## src/rtl/seg_pkg.sv

```systemverilog
// Shared definitions for the multiplexed 7-segment display driver.
// Glyph bit 0 is segment a, bit 6 is segment g, active-high.
package seg_pkg;

    localparam logic [6:0] GLYPH [16] = '{
        7'h3F, 7'h06, 7'h5B, 7'h4F, 7'h66, 7'h6D, 7'h7D, 7'h07,
        7'h7F, 7'h6F, 7'h77, 7'h7C, 7'h39, 7'h5E, 7'h79, 7'h71
    };

    localparam logic [6:0] GLYPH_DASH  = 7'h40;
    localparam logic [6:0] GLYPH_BLANK = 7'h00;

    typedef enum logic [1:0] {
        ST_IDLE,
        ST_CONVERT,
        ST_COMMIT
    } state_e;

    function automatic int bcd_digits(input int data_w);
        return (data_w + 2) / 3 + 1;
    endfunction

endpackage

```

## src/rtl/seg_bin2bcd.sv

```systemverilog
// Sequential double-dabble: one adjust-and-shift step per clock.
// done is high during the final step; bcd is valid from the next cycle.
module seg_bin2bcd
    import seg_pkg::*;
#(
    parameter int DATA_W = 16,
    localparam int BCD_W = 4 * bcd_digits(DATA_W)
) (
    input  logic              CLK,
    input  logic              RST_N,
    input  logic              start,
    input  logic [DATA_W-1:0] bin,
    output logic              done,
    output logic [BCD_W-1:0]  bcd
);

    localparam int CNT_W = $clog2(DATA_W + 1);

    logic [DATA_W-1:0] sr_q;
    logic [BCD_W-1:0]  bcd_q;
    logic [BCD_W-1:0]  adj;
    logic [CNT_W-1:0]  cnt_q;

    always_comb begin
        adj = bcd_q;
        for (int j = 0; j < BCD_W / 4; j++) begin
            if (bcd_q[4*j +: 4] >= 4'd5) begin
                adj[4*j +: 4] = bcd_q[4*j +: 4] + 4'd3;
            end
        end
    end

    always_ff @(posedge CLK or negedge RST_N) begin
        if (!RST_N) begin
            sr_q  <= '0;
            bcd_q <= '0;
            cnt_q <= '0;
        end else if (start) begin
            sr_q  <= bin;
            bcd_q <= '0;
            cnt_q <= CNT_W'(DATA_W);
        end else if (cnt_q != '0) begin
            bcd_q <= {adj[BCD_W-2:0], sr_q[DATA_W-1]};
            sr_q  <= sr_q << 1;
            cnt_q <= cnt_q - CNT_W'(1);
        end
    end

    assign done = (cnt_q == CNT_W'(1));
    assign bcd  = bcd_q;

endmodule

```

## src/rtl/seg_scan_display.sv

```systemverilog
// Multiplexed common-anode 7-segment driver with hex/decimal display,
// leading-zero blanking, double-buffered frames and anti-ghost dead time.
module seg_scan_display
    import seg_pkg::*;
#(
    parameter int NUM_DIGITS     = 4,
    parameter int DATA_W         = 16,
    parameter int SCAN_DIV       = 1024,
    parameter int BLANK_CYCLES   = 16,
    parameter bit SEG_ACTIVE_LOW = 1'b1,
    parameter bit DIG_ACTIVE_LOW = 1'b1
) (
    input  logic                  CLK,
    input  logic                  RST_N,
    input  logic [DATA_W-1:0]     value,
    input  logic                  load,
    input  logic                  mode_dec,
    input  logic [NUM_DIGITS-1:0] dp_mask,
    input  logic                  lz_blank,
    output logic [7:0]            seg,
    output logic [NUM_DIGITS-1:0] dig,
    output logic                  busy,
    output logic                  overflow
);

    localparam int BCD_W = 4 * bcd_digits(DATA_W);
    localparam int DIG_W = 4 * NUM_DIGITS;
    localparam int EXT_W = DATA_W + BCD_W + DIG_W;
    localparam int PS_W  = $clog2(SCAN_DIV);
    localparam int IDX_W = (NUM_DIGITS > 1) ? $clog2(NUM_DIGITS) : 1;

    localparam logic [7:0] SEG_OFF = SEG_ACTIVE_LOW ? 8'hFF : 8'h00;
    localparam logic [NUM_DIGITS-1:0] DIG_OFF =
        DIG_ACTIVE_LOW ? {NUM_DIGITS{1'b1}} : {NUM_DIGITS{1'b0}};

    state_e state_q, state_d;

    logic                  launch, conv_start, conv_done, commit;
    logic [DATA_W-1:0]     req_val;
    logic                  req_dec, req_lz;
    logic [NUM_DIGITS-1:0] req_dp;
    logic [BCD_W-1:0]      bcd;

    logic [DATA_W-1:0]     cur_val_q, pend_val_q;
    logic                  cur_dec_q, pend_dec_q;
    logic                  cur_lz_q, pend_lz_q;
    logic [NUM_DIGITS-1:0] cur_dp_q, pend_dp_q;
    logic                  pend_vld_q;

    logic [EXT_W-1:0]      sel_ext;
    logic [DIG_W-1:0]      new_dig;
    logic                  new_ovf;

    logic [DIG_W-1:0]      back_dig_q, front_dig_q;
    logic [NUM_DIGITS-1:0] back_dp_q, front_dp_q;
    logic                  back_lz_q, front_lz_q;
    logic                  back_ovf_q, front_ovf_q;

    logic [PS_W-1:0]       presc_q, presc_d;
    logic [IDX_W-1:0]      idx_q, idx_d;
    logic                  wrap_slot, frame_wrap;
    logic [NUM_DIGITS-1:0] dig_q, dig_d, onehot;
    logic [7:0]            seg_q, seg_d, seg_raw;
    logic [DIG_W-1:0]      sh;
    logic [6:0]            g7;
    logic                  blank;

    // A load in the commit cycle is newer than anything pending
    always_comb begin
        req_val = load ? value    : pend_val_q;
        req_dec = load ? mode_dec : pend_dec_q;
        req_dp  = load ? dp_mask  : pend_dp_q;
        req_lz  = load ? lz_blank : pend_lz_q;
        launch  = (state_q == ST_IDLE && load) ||
                  (state_q == ST_COMMIT && (load || pend_vld_q));
    end

    always_ff @(posedge CLK or negedge RST_N) begin
        if (!RST_N) begin
            state_q <= ST_IDLE;
        end else begin
            state_q <= state_d;
        end
    end

    always_comb begin
        state_d = state_q;
        unique case (state_q)
            ST_IDLE: begin
                if (launch) begin
                    state_d = req_dec ? ST_CONVERT : ST_COMMIT;
                end
            end
            ST_CONVERT: begin
                if (conv_done) begin
                    state_d = ST_COMMIT;
                end
            end
            ST_COMMIT: begin
                if (launch) begin
                    state_d = req_dec ? ST_CONVERT : ST_COMMIT;
                end else begin
                    state_d = ST_IDLE;
                end
            end
            default: state_d = ST_IDLE;
        endcase
    end

    always_comb begin
        busy       = (state_q != ST_IDLE);
        commit     = (state_q == ST_COMMIT);
        conv_start = launch && req_dec;
    end

    always_ff @(posedge CLK or negedge RST_N) begin
        if (!RST_N) begin
            cur_val_q  <= '0;
            cur_dec_q  <= 1'b0;
            cur_dp_q   <= '0;
            cur_lz_q   <= 1'b0;
            pend_val_q <= '0;
            pend_dec_q <= 1'b0;
            pend_dp_q  <= '0;
            pend_lz_q  <= 1'b0;
            pend_vld_q <= 1'b0;
        end else if (launch) begin
            cur_val_q  <= req_val;
            cur_dec_q  <= req_dec;
            cur_dp_q   <= req_dp;
            cur_lz_q   <= req_lz;
            pend_vld_q <= 1'b0;
        end else if (load) begin
            pend_val_q <= value;
            pend_dec_q <= mode_dec;
            pend_dp_q  <= dp_mask;
            pend_lz_q  <= lz_blank;
            pend_vld_q <= 1'b1;
        end
    end

    seg_bin2bcd #(
        .DATA_W(DATA_W)
    ) u_bin2bcd (
        .CLK  (CLK),
        .RST_N(RST_N),
        .start(conv_start),
        .bin  (req_val),
        .done (conv_done),
        .bcd  (bcd)
    );

    // Anything that does not fit in the visible digits is overflow
    always_comb begin
        sel_ext = cur_dec_q ? EXT_W'(bcd) : EXT_W'(cur_val_q);
        new_dig = sel_ext[DIG_W-1:0];
        new_ovf = (sel_ext >> DIG_W) != '0;
    end

    always_ff @(posedge CLK or negedge RST_N) begin
        if (!RST_N) begin
            back_dig_q  <= '0;
            back_dp_q   <= '0;
            back_lz_q   <= 1'b1;
            back_ovf_q  <= 1'b0;
            front_dig_q <= '0;
            front_dp_q  <= '0;
            front_lz_q  <= 1'b1;
            front_ovf_q <= 1'b0;
        end else begin
            if (commit) begin
                back_dig_q <= new_dig;
                back_dp_q  <= cur_dp_q;
                back_lz_q  <= cur_lz_q;
                back_ovf_q <= new_ovf;
            end
            if (frame_wrap) begin
                front_dig_q <= back_dig_q;
                front_dp_q  <= back_dp_q;
                front_lz_q  <= back_lz_q;
                front_ovf_q <= back_ovf_q;
            end
        end
    end

    always_comb begin
        wrap_slot  = (presc_q == PS_W'(SCAN_DIV - 1));
        frame_wrap = wrap_slot && (idx_q == IDX_W'(NUM_DIGITS - 1));
        presc_d    = wrap_slot ? '0 : presc_q + PS_W'(1);
        idx_d      = idx_q;
        if (wrap_slot) begin
            idx_d = frame_wrap ? '0 : idx_q + IDX_W'(1);
        end
        onehot = NUM_DIGITS'(1) << idx_d;
        dig_d  = DIG_OFF;
        if (presc_d >= PS_W'(BLANK_CYCLES)) begin
            dig_d = DIG_ACTIVE_LOW ? ~onehot : onehot;
        end
    end

    // Digit is blank when it and every digit above it are zero
    always_comb begin
        sh    = front_dig_q >> (4 * idx_q);
        blank = front_lz_q && (idx_q != '0) && (sh == '0);
        if (front_ovf_q) begin
            g7 = GLYPH_DASH;
        end else if (blank) begin
            g7 = GLYPH_BLANK;
        end else begin
            g7 = GLYPH[sh[3:0]];
        end
        seg_raw = {front_dp_q[idx_q], g7};
        seg_d   = SEG_ACTIVE_LOW ? ~seg_raw : seg_raw;
    end

    always_ff @(posedge CLK or negedge RST_N) begin
        if (!RST_N) begin
            presc_q <= '0;
            idx_q   <= '0;
            dig_q   <= DIG_OFF;
            seg_q   <= SEG_OFF;
        end else begin
            presc_q <= presc_d;
            idx_q   <= idx_d;
            dig_q   <= dig_d;
            if (presc_q == '0) begin
                seg_q <= seg_d;
            end
        end
    end

    assign seg      = seg_q;
    assign dig      = dig_q;
    assign overflow = back_ovf_q;

endmodule

```

## config.mk

```make
export PLATFORM = sky130hd
export DESIGN_NAME = seg_scan_display
export DESIGN_NICKNAME = d
export VERILOG_FILES = /design/src/rtl/seg_pkg.sv /design/src/rtl/seg_bin2bcd.sv /design/src/rtl/seg_scan_display.sv
export SDC_FILE = /design/constraint.sdc
export NUM_CORES = 1
export LEC_CHECK = 0
export BUFFER_PORTS_ARGS = -buffer_cell sky130_fd_sc_hd__buf_2
export CORE_AREA = 5 5 143 145
export DETAILED_ROUTE_END_ITERATION = 7
export DIE_AREA = 0 0 148 150
export MAX_ROUTING_LAYER = met4
export SLEW_MARGIN = 20
export SYNTH_ARGS = -nofsm -noshare
export SYNTH_HDL_FRONTEND = slang
export SYNTH_SLANG_ARGS = --single-unit
```

## constraint.sdc

```tcl
create_clock -name CLK -period 2.6 [get_ports CLK]
set_input_delay 0.13 -clock CLK [delete_from_list [all_inputs] [get_ports CLK]]
set_output_delay 0.13 -clock CLK [all_outputs]
set_load 0.005 [all_outputs]
```

==> results by group <==
STA
  – Final setup fails: 0
  – Final Hold Slack: 0.0664 ns
  – Max Clk Rate: approximately 420 MHz
  – Worst Skew: between 0.01 and 0.015 ns
  – Final slew viol count: 0
  – Final TNS setup: 0 ns
  – Actual slew at the worst max-slew pin: 0.575 ns
  – Final Hold Fails: 0
  – Unrepaired setup endpoints after global routing: false
  – Slew Limit Headroom: 61.1%
  – Final Cycle Share: 90.5%
  – Min Clock Period, post-route: 2.35 ns

GRT
  – Global routing usage on met3: 3.24%
  – Antenna violations before repair: 0
  – GRT Util Overall: approximately 16%
  – Vias in the first global route: 5394
  – Remaining Overflow, GRT: 0
  – First-pass GRT wire length: 27300 um
  – M2 GR Usage: 23.4%
  – Largest net degree at the start of global routing: 60
  – Grt met1 use: roughly 21%
  – Busiest grt layer: met2

Logic synthesis
  – Post-synthesis sequential area ratio: 51.6%
  – Synthesized Nets: just over 800
  – Synth Warn #: 0
  – Simple-gate share of the synthesized area: 14.1%
  – Multiplexer share of the synthesized area: 14.5%
  – Post-synth top area cell: dfrtp_1
  – Syn_area_per_cell: roughly 10 um^2
  – Post-synth ARST share: 100%
  – Synth Instances: 768
  – Primary FF master, synth: dfrtp_1
  – Post-synthesis cell type count: 48
  – Flops & latches, synth: 164
  – Largest family of logic cells by synthesized area: multiplexers
  – Post-synthesis adder-cell area fraction: 4.23%
  – Post-synth EDFFs: 0
  – Compound-cell area share of the yosys netlist: 9.86%
  – Cell Area, Synth: approximately 8000 um^2
  – Cell with the most instances after synthesis: dfrtp_1
  – Largest cells by area after synthesis: dfrtp_1, mux2_2, mux2i_1
  – Post-synth top area share: 47.0%
  – Post-synth top cells: dfrtp_1, nand2_1, a21oi_1, nor2_1, mux2_2
  – Xor and xnor fraction of the mapped netlist area: under 10%

Finish
  – N_diodes: 0
  – Share of cells above drive strength 1: a little under a fifth
  – Non-Filler Instances: 1068
  – Total Nets Final: 869
  – Area delta synth->final: 15.4%

CTS
  – Worst skew pair latency: 0.42 ns
  – CTS tree: done
  – Cts bufs inserted: 17
  – Max Buffers Root-to-Sink: 2
  – H-Tree Depth: 4
  – Post-CTS setup buffers: 0
  – CTS root buffer: clkbuf_16
  – Clock transition at path regs: 0.06 ns
  – Clock tree sinks: 164

Routing
  – DRC Markers: 0
  – Starting DRT DRC Count: 301
  – DRT Wirelength: 15700 um
  – Vias: ~5500
  – DRT antenna net count: 0
  – Drt wl/cell: 14.7 um
  – First-pass iteration count of the detailed router: 5
  – Via density: between 5 and 6

Floorplan
  – I/O pins: 39
  – CORE AREA: about 19000 um^2
  – Num rows: 51
  – Die Wd: 148 um
  – Initial Util: 41.8%
  – Die area: 22200 um^2
  – Die extent in y: 150 um

Setup path
  – Setup slack, reg-to-reg: roughly 0.25 ns
  – Worst EP arrival: 2.70 ns
  – Worst path max stage delay: 0.65 ns
  – Crit path max-delay cell type: mux4_1
  – CP Launch Type: flop
  – Critical Path Sink: seg[4]
  – Worst EP required: 2.95 ns
  – R2R Path End: seg[4]
  – Crit path launch: idx_q[0]
  – Levels on crit path: 8
  – Worst-path fanout max: 4
  – Worst Setup End Kind: flop
  – R2R depth: 8
  – Bufs and invs on worst path: 2
  – Reg2reg start: idx_q[0]
  – Critical path cell sequence: mux4_1 > inv_1 > ha_1 > nand2_1 > o41ai_1 > buf_4 > nor2_1 > a21oi_1
  – Delay-heaviest family, CP: multiplexers
  – Critical path class: reg -> reg

Run status
  – Outcome: completed

Placed design
  – Placed cells: 1014
  – GPL Wtd Cong: 0.807
  – DP HPWL: 10300 um
  – Input/output buffers: 38

Pwr
  – Power Density: roughly 1000 nW/um^2
  – Peak supply drop: slightly below 0.7 mV
  – Leak Pwr: about 4.2 nW

Hold path
  – Hold depth: 3
  – Worst hold path class: in -> reg

Run
  – Max_cap viols: 0
==> per-layer routing <==
layer	part of all wire, %	wire length (um)	up-vias
li1	-	-	2763
met1	50	7830	2633
met2	46	7200	72
met3	3.1	481	9
met4	0.93	146	0
met5	0	0	-
==> how the worst min path moves through the flow <==
stage	start	endpoint	slack, ns
global placement	RST_N	presc_q[7]	0.11
CTS	mode_dec	state_q[1]	0.05
finish	mode_dec	state_q[1]	0.07
floorplan	RST_N	back_dig_q[0]	-0.17
detailed placement	RST_N	presc_q[7]	0.11
global route	mode_dec	state_q[1]	0.07
==> layout make-up <==
type | count | area, um^2
fill | 1731 | 9860
sequential | 164 | 4120
multi-input combinational | 533 | 3570
timing repair buffer | 73 | 552
clock buffer | 18 | 439
tap | 238 | 298
clock inverter | 14 | 130
inverter | 28 | 105
==> report_power, final <==
group	total, W	leakage, nW	internal [W]	switching, W
logic	0.00289	1.94	0.00138	0.00152
clock network	0.00241	0.270	0.00135	0.00106
registers	0.00406	2.00	0.00344	0.000626
total	0.00937	4.21	0.00617	0.00320
==> cells in the final DEF, fill, tap and decap left out, types with 3 or more instances in the layout <==
| master | n |
|---|---|
| nor2_1 | 61 |
| mux4_1 | 3 |
| buf_12 | 3 |
| a211oi_1 | 11 |
| inv_1 | 28 |
| a21oi_1 | 83 |
| nand2_1 | 87 |
| and2_1 | 3 |
| dfstp_2 | 14 |
| nand4_1 | 3 |
| nand3_1 | 20 |
| o21ai_0 | 36 |
| o31ai_1 | 3 |
| nor3_1 | 10 |
| dfrtp_1 | 150 |
| ha_1 | 27 |
| clkinv_4 | 4 |
| mux2i_1 | 48 |
| nor3b_1 | 4 |
| xnor2_1 | 12 |
| nand2b_1 | 11 |
| or2_2 | 3 |
| xor2_1 | 6 |
| clkinvlp_4 | 4 |
| dlygate4sd3_1 | 22 |
| buf_2 | 37 |
| mux2_2 | 49 |
| nor4_1 | 8 |
| buf_4 | 10 |
| and3_1 | 19 |
| clkinv_2 | 3 |
| clkbuf_16 | 17 |
==> metrics by stage <==
step / utilization, % / total power (W) / instance area (um^2) / setup WS [ns]
2_1_floorplan: - / 0.00623 / 7980 / 0.228
3_3_place_gp: 44.2 / 0.00691 / 8430 / 0.320
3_5_place_dp: 44.2 / 0.00700 / 8430 / 0.228
4_1_cts: 48.3 / 0.00948 / 9220 / 0.217
5_1_grt: 48.3 / 0.0101 / 9220 / 0.110
6_report: 48.3 / 0.00937 / 9220 / 0.246
==> worst min-delay path, stage by stage <==
cell and delay, ns:
buf_2 0.09, mux2_2 0.15, o22ai_1 0.07
==> sequential cells by signal, summed over array words and instances (netlist names), 2 cells and up <==
| name | count |
|---|---|
| back_dig_q | 16 |
| back_dp_q | 4 |
| cur_dp_q | 4 |
| cur_val_q | 16 |
| dig | 4 |
| front_dig_q | 16 |
| front_dp_q | 4 |
| idx_q | 2 |
| pend_dp_q | 4 |
| pend_val_q | 16 |
| presc_q | 10 |
| seg | 8 |
| state_q | 2 |
| u_bin2bcd.bcd | 28 |
| u_bin2bcd.cnt_q | 5 |
| u_bin2bcd.sr_q | 16 |
==> repair_timing <==
item / CTS / global route
resized for setup: 0 / 0
hold endpoints to repair: 65 / 0
hold buffers: 22 / 0
==> cells by family after synthesis <==
group / after synthesis
AOI/OAI and AO/OA: 144
xor gates and xnor gates: 18
adders and majority gates: 27
buffers and inverters: 71
DFF: 164
muxes: 102
and+or+nand+nor: 242
Note: power is estimated with default switching activity, not from simulation.
